$ cat config.mk
export PLATFORM = sky130hd
export DESIGN_NAME = dmem_arbiter
export DESIGN_NICKNAME = d
export VERILOG_FILES = /design/src/rtl/dmem_arbiter.sv
export SDC_FILE = /design/constraint.sdc
export NUM_CORES = 1
export LEC_CHECK = 0
export ABC_AREA = 1
export CAP_MARGIN = 25
export CORE_MARGIN = 8
export CORE_UTILIZATION = 25
export CTS_CLUSTER_DIAMETER = 60
export DETAILED_ROUTE_END_ITERATION = 8
export MAX_ROUTING_LAYER = met4
export PLACE_DENSITY_LB_ADDON = 0.1
export SYNTH_ARGS = -nofsm -noshare
export SYNTH_HDL_FRONTEND = slang
export SYNTH_SLANG_ARGS = --single-unit
$ cat constraint.sdc
create_clock -name clk -period 4.7 [get_ports clk]
set_clock_uncertainty 0.2 [all_clocks]
set_input_delay 0.94 -clock clk [delete_from_list [all_inputs] [get_ports clk]]
set_output_delay 0.94 -clock clk [all_outputs]
set_load 0.02 [all_outputs]
$ cat src/rtl/dmem_arbiter.sv
// Data-memory arbiter: one single-beat scalar requester and one bursting
// vector requester share a data memory port. Bursts are 1..16 word beats.
// Optional stall counters are built when DMEM_ARB_PERF_CNT_EN is defined.
module dmem_arbiter #(
    parameter int unsigned DATA_WIDTH = 32,
    parameter int unsigned ADDR_WIDTH = 32
) (
    input  logic                  clk,
    input  logic                  rst,
    input  logic                  s_req,
    input  logic                  s_we,
    input  logic [ADDR_WIDTH-1:0] s_addr,
    input  logic [DATA_WIDTH-1:0] s_wdata,
    output logic                  s_gnt,
    output logic                  s_rvalid,
    output logic [DATA_WIDTH-1:0] s_rdata,
    input  logic                  v_req,
    input  logic                  v_we,
    input  logic [ADDR_WIDTH-1:0] v_addr,
    input  logic [3:0]            v_len,
    input  logic [DATA_WIDTH-1:0] v_wdata,
    output logic                  v_gnt,
    output logic                  v_done,
    output logic                  v_rvalid,
    output logic [DATA_WIDTH-1:0] v_rdata,
    output logic                  mem_wr_en,
    output logic                  mem_rd_en,
    output logic [ADDR_WIDTH-1:0] mem_addr,
    output logic [DATA_WIDTH-1:0] mem_wdata,
    input  logic [DATA_WIDTH-1:0] mem_rdata,
    output logic                  busy
`ifdef DMEM_ARB_PERF_CNT_EN
    ,
    output logic [15:0]           s_stall_cnt,
    output logic [15:0]           v_stall_cnt
`endif
);

    typedef enum logic [0:0] {StIdle, StVec} state_e;

    localparam logic GrantS = 1'b0;
    localparam logic GrantV = 1'b1;

    state_e                state_q, state_d;
    logic [3:0]            beat_cnt_q, beat_cnt_d;
    logic                  last_grant_q, last_grant_d;
    logic [ADDR_WIDTH-1:0] lat_addr_q, lat_addr_d;
    logic                  lat_we_q, lat_we_d;
    logic [3:0]            lat_len_q, lat_len_d;
    logic                  s_rvalid_q, s_rvalid_d;
    logic                  v_rvalid_q, v_rvalid_d;
    logic [DATA_WIDTH-1:0] s_rdata_q, s_rdata_d;
    logic [DATA_WIDTH-1:0] v_rdata_q, v_rdata_d;

    logic                  gnt_s, gnt_v, done_v, beat_we;
    logic [ADDR_WIDTH-1:0] beat_addr;
    logic [DATA_WIDTH-1:0] beat_wdata;
    logic [ADDR_WIDTH-1:0] beat_offset;

    // Word offset of the current burst beat; wraps modulo 2^ADDR_WIDTH on add.
    assign beat_offset = {{(ADDR_WIDTH-6){1'b0}}, beat_cnt_q, 2'b00};

    // Arbitration, burst sequencing and next-state for control registers.
    always_comb begin
        state_d      = state_q;
        beat_cnt_d   = beat_cnt_q;
        last_grant_d = last_grant_q;
        lat_addr_d   = lat_addr_q;
        lat_we_d     = lat_we_q;
        lat_len_d    = lat_len_q;
        gnt_s        = 1'b0;
        gnt_v        = 1'b0;
        done_v       = 1'b0;
        beat_we      = 1'b0;
        beat_addr    = '0;
        beat_wdata   = '0;
        unique case (state_q)
            StIdle: begin
                // On conflict the requester not served last time wins.
                if (s_req && (!v_req || last_grant_q == GrantV)) begin
                    gnt_s        = 1'b1;
                    beat_we      = s_we;
                    beat_addr    = s_addr;
                    beat_wdata   = s_wdata;
                    last_grant_d = GrantS;
                end else if (v_req) begin
                    gnt_v        = 1'b1;
                    beat_we      = v_we;
                    beat_addr    = v_addr;
                    beat_wdata   = v_wdata;
                    last_grant_d = GrantV;
                    lat_addr_d   = v_addr;
                    lat_we_d     = v_we;
                    lat_len_d    = v_len;
                    if (v_len == 4'd0) begin
                        done_v = 1'b1;
                    end else begin
                        state_d    = StVec;
                        beat_cnt_d = 4'd1;
                    end
                end
            end
            StVec: begin
                // Burst runs from latched parameters; live v_* controls are ignored.
                gnt_v      = 1'b1;
                beat_we    = lat_we_q;
                beat_addr  = lat_addr_q + beat_offset;
                beat_wdata = v_wdata;
                if (beat_cnt_q == lat_len_q) begin
                    done_v     = 1'b1;
                    state_d    = StIdle;
                    beat_cnt_d = 4'd0;
                end else begin
                    beat_cnt_d = beat_cnt_q + 4'd1;
                end
            end
            default: state_d = StIdle;
        endcase
    end

    // Read-return next state: capture memory data on the issuing beat, else hold.
    always_comb begin
        s_rvalid_d = gnt_s && !beat_we;
        v_rvalid_d = gnt_v && !beat_we;
        s_rdata_d  = s_rvalid_d ? mem_rdata : s_rdata_q;
        v_rdata_d  = v_rvalid_d ? mem_rdata : v_rdata_q;
    end

    // State and data registers with asynchronous active-low reset.
    always_ff @(posedge clk or negedge rst) begin
        if (!rst) begin
            state_q      <= StIdle;
            beat_cnt_q   <= 4'd0;
            last_grant_q <= GrantV;
            lat_addr_q   <= '0;
            lat_we_q     <= 1'b0;
            lat_len_q    <= 4'd0;
            s_rvalid_q   <= 1'b0;
            v_rvalid_q   <= 1'b0;
            s_rdata_q    <= '0;
            v_rdata_q    <= '0;
        end else begin
            state_q      <= state_d;
            beat_cnt_q   <= beat_cnt_d;
            last_grant_q <= last_grant_d;
            lat_addr_q   <= lat_addr_d;
            lat_we_q     <= lat_we_d;
            lat_len_q    <= lat_len_d;
            s_rvalid_q   <= s_rvalid_d;
            v_rvalid_q   <= v_rvalid_d;
            s_rdata_q    <= s_rdata_d;
            v_rdata_q    <= v_rdata_d;
        end
    end

    // Grants and enables are combinational; reset gates them off immediately.
    always_comb begin
        s_gnt     = gnt_s & rst;
        v_gnt     = gnt_v & rst;
        v_done    = done_v & rst;
        mem_wr_en = (gnt_s | gnt_v) & beat_we & rst;
        mem_rd_en = (gnt_s | gnt_v) & ~beat_we & rst;
        mem_addr  = beat_addr;
        mem_wdata = beat_wdata;
        s_rvalid  = s_rvalid_q;
        v_rvalid  = v_rvalid_q;
        s_rdata   = s_rdata_q;
        v_rdata   = v_rdata_q;
        busy      = (state_q == StVec);
    end

`ifdef DMEM_ARB_PERF_CNT_EN
    logic [15:0] s_stall_q, s_stall_d;
    logic [15:0] v_stall_q, v_stall_d;

    // Saturating counts of cycles a requester waited without a grant.
    always_comb begin
        s_stall_d = s_stall_q;
        v_stall_d = v_stall_q;
        if (s_req && !gnt_s && s_stall_q != 16'hFFFF) s_stall_d = s_stall_q + 16'd1;
        if (v_req && !gnt_v && v_stall_q != 16'hFFFF) v_stall_d = v_stall_q + 16'd1;
    end

    // Stall counter registers.
    always_ff @(posedge clk or negedge rst) begin
        if (!rst) begin
            s_stall_q <= 16'd0;
            v_stall_q <= 16'd0;
        end else begin
            s_stall_q <= s_stall_d;
            v_stall_q <= v_stall_d;
        end
    end

    assign s_stall_cnt = s_stall_q;
    assign v_stall_cnt = v_stall_q;
`endif

endmodule

==> metrics.md <==
| Metric | Value |
|---|---|
| Setup Viol. Count Final | `0` |
| Max-Cap Viols | `0` |
| Crit-path max cell delay | `660 ps` |
| Crit-path max FO | `20` |
| Root Driver | `clkbuf_16` |
| Top cells by area, synth | `dfrtp_1 43%, nand2_1 13%, inv_1 6.1%` |
| Post-Syn Area per Cell | `7.922 um^2` |
| Minimum clock period | `4255 ps` |
| Die area | `30,460 um^2` |
| Slew Viols, Final | `0` |
| Number of buffers added on ports | `305` |
| Vias in the first global route | `6,433` |
| Pin count of the biggest net entering global routing | `101` |
| Fin nets | `1,260` |
| Post-route non-filler standard cell count | `1,420` |
| CTS Buf Count | `9` |
| Core area | `24,960 um^2` |
| Ys async rst share | `1.000` |
| Top cell type's share of synthesized area | `0.4302` |
| Syn nets | `969` |
| Most used cell, CP | `clkdlybuf4s50_1` |
| Layout cells sized above 1 | `0.08448` |
| Vert. Die Dim | `174.5 um` |
| CP endpoint kind | `primary output` |
| RSZ-0062 raised after global routing | `false` |
| Rel. slew slack | `0.5548` |
| Max rail drop VDD | `0.2395 mV` |
| Post-CTS Resized | `0` |
| Critical path type | `input port to primary output` |
| Ys flop type | `dfrtp_1` |
| CTS Hold Bufs | `0` |
| Power per cell area | `632.2 nW/um^2` |
| Antenna violations before repair | `1` |
| Pleak | `4.562 nW` |
| Worst Tran Pin Value | `667.9 ps` |
| CP max-delay cell | `clkdlybuf4s50_1` |
| Setup WS post-layout | `445.3 ps` |
| Post-synth top cells | `211 x nand2_1, 108 x dfrtp_1, 102 x inv_1` |
| WL/cell | `16.72 um` |
| Crit-path cells | `clkdlybuf4s50_1, inv_1, nor2_1, nand2_2, inv_2, buf_12, nand2_1, o211ai_1, clkdlybuf4s50_1` |
| CP Launch Type | `input port` |
| Routed Antenna Nets | `0` |
| Ys Warns | `0` |
| Final core utilization | `0.3983` |
| Critical Path AT | `3110 ps` |
| Mapped Cells | `793` |
| CTS tree | `done` |
| Drt drc | `0` |
| First-pass iteration count of the detailed router | `4` |
| Top Ports | `306` |
| Hpwl dp | `18.54 mm` |
| Hold Crit Class | `input port to asynchronous set/reset pin` |
| Number of placed instances with taps included | `1,403` |
| Status | `finished clean` |
| Post-Syn Area | `6282 um^2` |
| Via Count | `6,138` |
| GP Congestion | `0.8216` |
| Required time of the critical path | `3560 ps` |
| Htree depth | `3` |
| Post-place setup slack | `454.8 ps` |
| Period utilization | `0.9052` |
| Max clock buf depth | `2` |
| DRT iter0 DRCs | `343` |
| Area delta synth->final | `58.28%` |
| First-pass GRT wire length | `37.08 mm` |
| Routed wire length | `23.75 mm` |
| Die width | `174.5 um` |
| Initial Util | `0.2517` |
| Count leader, synth | `nand2_1` |
| Row count | `58` |
| CTS clk-pin slew, worst paths | `90 ps` |
| Fin. Hold Viols | `0` |
| Sum of negative setup slack | `0 ps` |
| Clk sinks | `109` |
| GRT Residual Overflow | `0` |
| FF+latch count, synth | `109` |
| Total track usage | `0.1579` |
| Synth cell types | `36` |
| Sequential share of the synthesized area | `0.4344` |
| Post-synth EDFFs | `0` |
| Yosys top cell by area | `dfrtp_1` |
| Clock Latency Late Sink | `360 ps` |
| Vias per cell | `4.323` |
| Postcts setup bufs | `0` |
| Peak Freq | `0.2350 GHz` |
## per-layer routing
layer | track usage | up-vias | routed length, um
met3 | 0.02365 | 17 | 1056
li1 | - | 3144 | -
met2 | 0.2691 | 198 | 11590
met5 | - | - | 0
met4 | 0.04309 | 0 | 330
met1 | 0.1920 | 2779 | 10770
## power by group
group	internal [W]	switching, W	leakage (nW)
combinational	0.00168	0.00211	3.07
sequential	0.00139	0.000320	1.34
clock	0.000378	0.000401	0.149
total	0.00345	0.00284	4.56
## through the flow
step	total power, W	cell area [um^2]	hold WS (ps)
after floorplan	0.003876	6282	249.2
after global placement	0.005579	9638	264.3
after detailed placement	0.005582	9638	265.3
after CTS	0.006404	9941	222.3
after global routing	0.006785	9943	228.0
final	0.006286	9943	238.0
## placed cells by master (no fill, tap or decap), types with 4 or more instances in the layout
cell type,netlist,routed
o21bai_1,18,18
clkbuf_16,0,9
a21oi_1,27,27
mux2_1,4,4
ha_1,5,5
nand3_1,40,40
o21ai_1,36,36
inv_1,102,102
clkdlybuf4s50_1,0,304
buf_4,8,6
o21ai_0,22,22
dfrtp_1,108,108
nand2_1,211,211
o21ai_2,32,32
nand2_2,19,19
a22oi_1,6,6
xnor2_1,5,5
nand4_1,8,8
buf_12,0,6
a22o_1,32,32
nor2_1,59,59
## final cells by class
type	count	area, um^2
inverters	104	390.4
diodes	1	2.502
clock buffers	9	225.2
clock inverters	7	77.57
repair buffers	316	3208
multi-input cells	544	2898
well taps	330	412.9
flip-flops and latches	109	2729
fillers	2655	15020
## kinds of logic after synthesis
logic type | Yosys count | share of synthesized area
flip-flops | 109 | 0.4344
buffers and inverters | 140 | 0.1058
AND/OR/NAND/NOR | 346 | 0.2304
multiplexers | 6 | 0.01075
adder cells (fa/ha/maj) | 6 | 0.01314
XOR/XNOR | 8 | 0.01115
AO/OA/AOI/OAI | 178 | 0.1944
## state kept, by name, indices dropped and copies added (netlist names)
signal / count
beat_cnt_q: 4
v_rvalid: 1
lat_len_q: 4
s_rvalid: 1
last_grant_q: 1
s_rdata: 32
lat_addr_q: 32
busy: 1
lat_we_q: 1
v_rdata: 32
## critical path: cells and delay by family
family / cells / cell delay (ps)
buffers and inverters: 5 / 1670
and+or+nand+nor: 3 / 390
AOI/OAI and AO/OA: 1 / 110
## worst paths after layout
path                                          start                          to  slack, ps  cells after the start
setup / recovery                              v_req                 mem_addr[6]        450                      9
hold / removal                                  rst              busy$_DFF_PN0_        240                      1
setup reg to reg           last_grant_q$_DFFE_PN1P_     s_rdata[10]$_DFFE_PN0P_       2230                      8
hold reg to reg                lat_we_q$_DFFE_PN0P_        lat_we_q$_DFFE_PN0P_        280                      2
max in group asynchronous                       rst  lat_addr_q[31]$_DFFE_PN0P_       3200                      2
min in group clk               lat_we_q$_DFFE_PN0P_        lat_we_q$_DFFE_PN0P_        280                      2
(Power assumes the default switching activity.)
